`config.mk`:
```
export PLATFORM = sky130hd
export DESIGN_NAME = mmio_uart_tx_flat
export DESIGN_NICKNAME = d
export VERILOG_FILES = /design/src/rtl/mmio_uart_tx_if.sv /design/src/rtl/mmio_uart_tx.sv /design/src/flat_wrapper.sv
export SDC_FILE = /design/constraint.sdc
export NUM_CORES = 1
export LEC_CHECK = 0
export ABC_AREA = 1
export BUFFER_PORTS_ARGS = -buffer_cell sky130_fd_sc_hd__buf_4
export CAP_MARGIN = 40
export CORE_MARGIN = 10
export CORE_UTILIZATION = 60
export CTS_CLUSTER_SIZE = 8
export DETAILED_ROUTE_END_ITERATION = 12
export GPL_TIMING_DRIVEN = 0
export PLACE_DENSITY = 0.86
export SETUP_SLACK_MARGIN = 0.3
export SLEW_MARGIN = 0
export SYNTH_ARGS = -nofsm -noshare
export SYNTH_HDL_FRONTEND = slang
export SYNTH_SLANG_ARGS = --single-unit
```
`constraint.sdc`:
```
create_clock -name clock -period 7.3 [get_ports clock]
set_input_delay 0.365 -clock clock [delete_from_list [all_inputs] [get_ports clock]]
set_output_delay 0.365 -clock clock [all_outputs]
set_load 0.01 [all_outputs]
```
`src/rtl/mmio_uart_tx_if.sv`:
```
// Core data-bus signals that reach the UART transmitter's 16-byte register window.
// The core drives the master side and the peripheral answers on the slave side.
interface mmio_uart_tx_if;
    logic [31:0] bus_address;
    logic [31:0] bus_write_data;
    logic [3:0]  bus_byte_enable;
    logic        bus_read_enable;
    logic        bus_write_enable;
    logic [31:0] bus_read_data;
    logic        selected;

    modport master (
        output bus_address, bus_write_data, bus_byte_enable, bus_read_enable, bus_write_enable,
        input  bus_read_data, selected
    );

    modport slave (
        input  bus_address, bus_write_data, bus_byte_enable, bus_read_enable, bus_write_enable,
        output bus_read_data, selected
    );
endinterface

```
`src/rtl/mmio_uart_tx.sv`:
```
// Memory-mapped 8N1 UART transmitter: byte FIFO fed from the core's data bus,
// drained by a START/DATA/STOP serialiser. Status reads are combinational.
module mmio_uart_tx #(
    parameter logic [31:0] BASE_ADDRESS = 32'h2000_0000,
    parameter int unsigned CLOCK_DIV    = 16,
    parameter int unsigned FIFO_DEPTH   = 8
) (
    input  logic          clock,
    input  logic          reset_n,
    mmio_uart_tx_if.slave bus,
    output logic          uart_tx,
    output logic          tx_empty_irq
);
    localparam int unsigned   AW       = $clog2(FIFO_DEPTH);
    localparam int unsigned   CW       = AW + 1;
    localparam logic [15:0]   BIT_LAST = 16'(CLOCK_DIV - 1);
    localparam logic [CW-1:0] DEPTH    = CW'(FIFO_DEPTH);

    typedef enum logic [1:0] {IDLE, START, DATA, STOP} state_t;

    state_t        state;
    logic [15:0]   bit_cnt;
    logic [2:0]    bit_idx;
    logic [7:0]    shift;
    logic [7:0]    mem [FIFO_DEPTH];
    logic [AW-1:0] wr_ptr;
    logic [AW-1:0] rd_ptr;
    logic [CW-1:0] count;
    logic          enable;
    logic          irq_en;
    logic          overflow;

    logic [1:0]    offset;
    logic          wr_lane0;
    logic          push_req;
    logic          push;
    logic          pop;
    logic          full;
    logic          empty;
    logic          bit_last;
    logic [7:0]    fifo_head;
    logic [15:0]   count_ext;
    logic          unused_bits;

    assign offset       = bus.bus_address[3:2];
    assign bus.selected = (bus.bus_address[31:4] == BASE_ADDRESS[31:4]) &&
                          (bus.bus_read_enable || bus.bus_write_enable);
    assign wr_lane0     = bus.selected && bus.bus_write_enable && bus.bus_byte_enable[0];
    assign push_req     = wr_lane0 && (offset == 2'd0);
    assign full         = (count == DEPTH);
    assign empty        = (count == '0);
    assign bit_last     = (bit_cnt == BIT_LAST);
    assign fifo_head    = mem[rd_ptr];
    assign count_ext    = 16'(count);
    assign unused_bits  = ^{bus.bus_address[1:0], bus.bus_write_data[31:8], bus.bus_byte_enable[3:1]};

    // Pops happen only at frame boundaries, so clearing enable lets the current frame finish.
    assign pop  = enable && !empty && ((state == IDLE) || ((state == STOP) && bit_last));
    // A pop in the same cycle frees a slot, so a push into a full FIFO still lands.
    assign push = push_req && (!full || pop);

    always_comb begin
        bus.bus_read_data = '0;
        if (bus.selected && bus.bus_read_enable) begin
            case (offset)
                2'd1:    bus.bus_read_data = {16'h0, count_ext[7:0], 4'h0, overflow, empty, full, state != IDLE};
                2'd2:    bus.bus_read_data = {30'h0, irq_en, enable};
                default: bus.bus_read_data = '0;
            endcase
        end
    end

    always_ff @(posedge clock) begin
        if (push) mem[wr_ptr] <= bus.bus_write_data[7:0];
    end

    always_ff @(posedge clock or negedge reset_n) begin
        if (!reset_n) begin
            wr_ptr   <= '0;
            rd_ptr   <= '0;
            count    <= '0;
            overflow <= 1'b0;
        end else begin
            if (push) wr_ptr <= wr_ptr + 1'b1;
            if (pop)  rd_ptr <= rd_ptr + 1'b1;
            if (push && !pop)      count <= count + 1'b1;
            else if (pop && !push) count <= count - 1'b1;
            if (push_req && full && !pop)
                overflow <= 1'b1;
            else if (wr_lane0 && (offset == 2'd1) && bus.bus_write_data[3])
                overflow <= 1'b0;
        end
    end

    always_ff @(posedge clock or negedge reset_n) begin
        if (!reset_n) begin
            enable       <= 1'b1;
            irq_en       <= 1'b0;
            tx_empty_irq <= 1'b0;
        end else begin
            if (wr_lane0 && (offset == 2'd2)) begin
                enable <= bus.bus_write_data[0];
                irq_en <= bus.bus_write_data[1];
            end
            tx_empty_irq <= empty && (state == IDLE) && irq_en;
        end
    end

    // uart_tx is registered alongside the state so the line changes on the same edge as the state.
    always_ff @(posedge clock or negedge reset_n) begin
        if (!reset_n) begin
            state   <= IDLE;
            bit_cnt <= '0;
            bit_idx <= '0;
            shift   <= '0;
            uart_tx <= 1'b1;
        end else begin
            case (state)
                IDLE: begin
                    uart_tx <= 1'b1;
                    bit_cnt <= '0;
                    if (pop) begin
                        shift   <= fifo_head;
                        state   <= START;
                        uart_tx <= 1'b0;
                    end
                end
                START: begin
                    if (bit_last) begin
                        bit_cnt <= '0;
                        bit_idx <= '0;
                        state   <= DATA;
                        uart_tx <= shift[0];
                    end else begin
                        bit_cnt <= bit_cnt + 16'd1;
                    end
                end
                DATA: begin
                    if (bit_last) begin
                        bit_cnt <= '0;
                        if (bit_idx == 3'd7) begin
                            state   <= STOP;
                            uart_tx <= 1'b1;
                        end else begin
                            bit_idx <= bit_idx + 3'd1;
                            shift   <= shift >> 1;
                            uart_tx <= shift[1];
                        end
                    end else begin
                        bit_cnt <= bit_cnt + 16'd1;
                    end
                end
                STOP: begin
                    if (bit_last) begin
                        bit_cnt <= '0;
                        if (pop) begin
                            shift   <= fifo_head;
                            state   <= START;
                            uart_tx <= 1'b0;
                        end else begin
                            state   <= IDLE;
                            uart_tx <= 1'b1;
                        end
                    end else begin
                        bit_cnt <= bit_cnt + 16'd1;
                    end
                end
                default: begin
                    state   <= IDLE;
                    uart_tx <= 1'b1;
                end
            endcase
        end
    end
endmodule

```
`src/flat_wrapper.sv`:
```
// flat-port wrapper written by rule: the top's interface ports become plain ports
module mmio_uart_tx_flat 
#(
    parameter logic [31:0] BASE_ADDRESS = 32'h2000_0000,
    parameter int unsigned CLOCK_DIV    = 16,
    parameter int unsigned FIFO_DEPTH   = 8
)
  (clock, reset_n, uart_tx, tx_empty_irq, bus_bus_address, bus_bus_write_data, bus_bus_byte_enable, bus_bus_read_enable, bus_bus_write_enable, bus_bus_read_data, bus_selected);
  mmio_uart_tx_if bus_i ();
  input  logic clock;
  input  logic reset_n;
  output logic uart_tx;
  output logic tx_empty_irq;
  input wire logic [$bits(bus_i.bus_address)-1:0] bus_bus_address;
  input wire logic [$bits(bus_i.bus_write_data)-1:0] bus_bus_write_data;
  input wire logic [$bits(bus_i.bus_byte_enable)-1:0] bus_bus_byte_enable;
  input wire logic [$bits(bus_i.bus_read_enable)-1:0] bus_bus_read_enable;
  input wire logic [$bits(bus_i.bus_write_enable)-1:0] bus_bus_write_enable;
  output wire logic [$bits(bus_i.bus_read_data)-1:0] bus_bus_read_data;
  output wire logic [$bits(bus_i.selected)-1:0] bus_selected;
  assign bus_i.bus_address = bus_bus_address;
  assign bus_i.bus_write_data = bus_bus_write_data;
  assign bus_i.bus_byte_enable = bus_bus_byte_enable;
  assign bus_i.bus_read_enable = bus_bus_read_enable;
  assign bus_i.bus_write_enable = bus_bus_write_enable;
  assign bus_bus_read_data = bus_i.bus_read_data;
  assign bus_selected = bus_i.selected;
  mmio_uart_tx #(.BASE_ADDRESS(BASE_ADDRESS), .CLOCK_DIV(CLOCK_DIV), .FIFO_DEPTH(FIFO_DEPTH)) u_core (.clock(clock), .reset_n(reset_n), .bus(bus_i), .uart_tx(uart_tx), .tx_empty_irq(tx_empty_irq));
endmodule
```
==> results.cfg <==
[global_route]
grt_pass1_vias = 4104
track_usage_pct = 18.3
grt_max_degree = 45
grt_pass1_wl_mm = 19.6
grt-ovfl-total = 0
antenna_found_initial = 0

[routing]
drtAntennaViolNets = 0
firstDrtPassIters = 5
wl_per_cell_um = 15.3
viasPerCell = 5.35
drt_wl_total_mm = 12.0
num_vias = 4192
drt_iter0_drc = 360
drcViolationCount = 0

[sta]
rsz0062_at_grt = no
hold_viol_final = 0
skew_ns = 0.0152
worst_pin_slew_ns = 0.971
fin_crit_ns = 3.16
hold-worst-slack_ns = 0.209
drv_slew = 0
fin_crit_sh_pct = 43.3
timing.fmax_ghz = 0.317
maxSlewHeadroom_pct = 35.0
setup_violations = 0
finalSetupTns_ns = 0

[power]
p_comb_share_pct = 4.7
total_power_mw = 1.09
swShare_pct = 22.7
clkPwrFrac_pct = 36.0
power_frac_seq_pct = 59.3
p_sw_uw = 248
p_per_area_mw_per_mm2 = 174
internal_power_uw = 843
leakagePower_nw = 2.82
ir_drop_mv = 0.136

[clock_tree]
cts_tree = yes
cts-buffers-inserted = 9
cts_buffer_depth = 2
postCtsSetupRepairBufs = 0
htree_num_levels = 3
clk_pin_slew_ns = 0.11
ctsHoldBuffers = 1
cts.sinks = 108
ctsResizeCount = 0
root_buffer = clkbuf_8
worstSkewPairLatency_ns = 0.38

[floorplan]
start_util_pct = 61.9
ios = 107
dieArea_mm2 = 0.0132
num_rows = 34
fp.dieW_um = 115
chipHeight_um = 115
core_area_mm2 = 0.00876

[critical_path]
worst-setup-path-type = reg2reg
required_ns = 7.57
r2r_start = u_core.state[1]
r2r-end = u_core.count[3]
crit_fanout = 9
arrival_ns = 3.43
critPathLaunchType = register
startpoint = u_core.state[1]
ff2ff_setup_slack_ns = 4.14
endpoint = u_core.count[3]
crit_path_end_kind = register
rr_worst_depth = 19

[placement]
gp_congestion = 0.838
portBuffers = 53
dpl.hpwl_mm = 8.84
dpl_cell_area_mm2 = 0.00605

[synthesis]
synth-async-reset-ratio_pct = 40.7
synth-edff-count = 64
syn_avg_cell_area_um2 = 9.31
synthFlopType = edfxtp_1
ys_seq_area_share_pct = 55.8
synth_cell_type_count = 40
synth_warnings = 0
syn_inst = 583
yosys_register_bits = 108
synth_area_mm2 = 0.00543

[final_layout]
antenna_cells = 0
nFillCells = 627
final_util_pct = 71.7
drive_gt1_share_pct = 18.8
areaGrowthSynthToFinish_pct = 15.7
nets = 761
final_area_mm2 = 0.00628

[job]
maxCapViolations = 0

[run_status]
status = finished, final reports clean

[worst_hold_path]
hp-class = in2reg
==> registers in the layout, indices dropped and copies added, names as in the netlist <==
signal / flops
u_core.bit_idx: 3
u_core.enable: 1
u_core.irq_en: 1
u_core.state: 2
u_core.bit_cnt: 16
u_core.shift: 8
u_core.wr_ptr: 3
u_core.rd_ptr: 3
u_core.tx_empty_irq: 1
u_core.mem: 64
u_core.overflow: 1
u_core.count: 4
u_core.uart_tx: 1
==> critical path: stages (launching register included) <==
cell	delay [ns]
dfrtp_1	0.44
inv_1	0.16
ha_1	0.17
buf_2	0.21
nor2_1	0.06
nor2_1	0.23
nand2_4	0.16
nand2_4	0.12
nand2_2	0.08
inv_2	0.10
ha_1	0.20
inv_1	0.10
ha_1	0.33
nand2_1	0.07
nor2_1	0.04
a211oi_1	0.22
nand2_1	0.09
nand2_1	0.08
nor2_1	0.06
xor2_1	0.14
==> synth_stat cells (all sizes together) (2+ instances only) <==
| library cell | instances | share of area [%] |
|---|---|---|
| nand3 | 62 | 6.0 |
| a31oi | 8 | 0.92 |
| ha | 17 | 3.9 |
| a211oi | 2 | 0.28 |
| o211ai | 2 | 0.28 |
| nor3 | 7 | 0.65 |
| xnor2 | 2 | 0.32 |
| nor2 | 88 | 6.4 |
| and2 | 2 | 0.23 |
| o21a | 2 | 0.28 |
| xor2 | 6 | 0.97 |
| nand2 | 138 | 11 |
| nor3b | 4 | 0.55 |
| edfxtp | 64 | 35 |
| or2 | 3 | 0.35 |
| a21oi | 8 | 0.95 |
| inv | 54 | 3.7 |
| buf | 34 | 4.3 |
| clkbuf | 5 | 0.35 |
| dfrtp | 42 | 19 |
| o21ai | 25 | 2.4 |
| dfstp | 2 | 0.97 |
==> cells in the final DEF (no fill, tap or decap), types with 3 or more instances in the layout <==
cell type / Yosys / final
nor2_2: 3 / 3
edfxtp_1: 64 / 64
buf_4: 25 / 78
inv_1: 52 / 52
nand2_1: 129 / 129
clkbuf_1: 5 / 5
o21ai_0: 23 / 23
nand3_2: 3 / 3
conb_1: 1 / 24
clkbuf_8: 0 / 9
a21oi_1: 7 / 7
a31oi_1: 8 / 8
xor2_1: 6 / 6
or2_2: 3 / 3
nor3_1: 7 / 7
nor3b_1: 4 / 4
nand3_1: 59 / 59
buf_2: 8 / 8
ha_1: 17 / 17
nand2_4: 7 / 7
dfrtp_1: 42 / 42
nor2_1: 84 / 84
==> layer usage <==
layer | global-route usage, % | part of all wire [%] | up-vias
met1 | 21.1 | 39 | 1953
met4 | 7.51 | 2.1 | 0
met3 | 2.86 | 6.8 | 22
met5 | 0 | 0 | -
met2 | 33.0 | 52 | 184
li1 | - | - | 2033
==> area by class of cell <==
class / count / area, um2 / area share (%)
sequential: 108 / 3030 / 48.2
tap: 108 / 135 / 2.15
inverter: 55 / 206 / 3.29
timing repair buffer: 54 / 408 / 6.49
clock inverter: 7 / 101 / 1.61
multi-input combinational: 404 / 2030 / 32.3
clock buffer: 9 / 124 / 1.97
buffer: 39 / 250 / 3.98
==> per-stage QoR <==
stage | setup slack [ns] | instances
after floorplan | 4.59 | 606
after global placement | 4.34 | 767
after detailed placement | 4.13 | 767
after CTS | 4.12 | 784
after global routing | 3.81 | 784
final | 4.14 | 784
==> worst min-delay path by stage <==
| stage | startpoint | to | cells past startpoint |
|---|---|---|---|
| 6_report | bus_bus_write_data[6] | u_core.mem[0][6] | 1 |
| 5_1_grt | bus_bus_write_data[6] | u_core.mem[5][6] | 1 |
| 4_1_cts | bus_bus_write_data[6] | u_core.mem[4][6] | 1 |
| 3_5_place_dp | reset_n | u_core.bit_cnt[12] | 1 |
| 3_3_place_gp | reset_n | u_core.bit_cnt[11] | 1 |
| 2_1_floorplan | reset_n | u_core.bit_cnt[0] | 0 |
==> power groups by stage <==
stage          combinational, mW  clock (mW)  sequential, mW
2_1_floorplan             0.0215           0           0.661
3_3_place_gp              0.0478           0           0.660
3_5_place_dp              0.0498           0           0.660
4_1_cts                   0.0504       0.395           0.647
5_1_grt                   0.0569       0.423           0.647
6_report                  0.0510       0.393           0.647
==> logic make-up after synthesis <==
| group | synth area share, % |
|---|---|
| buf+inv | 8.42 |
| xor+xnor | 1.29 |
| other cells | 0.0691 |
| flops | 55.8 |
| compound gates | 5.33 |
| simple gates | 24.9 |
| fa+ha+maj | 4.29 |
(Power assumes the default switching activity.)
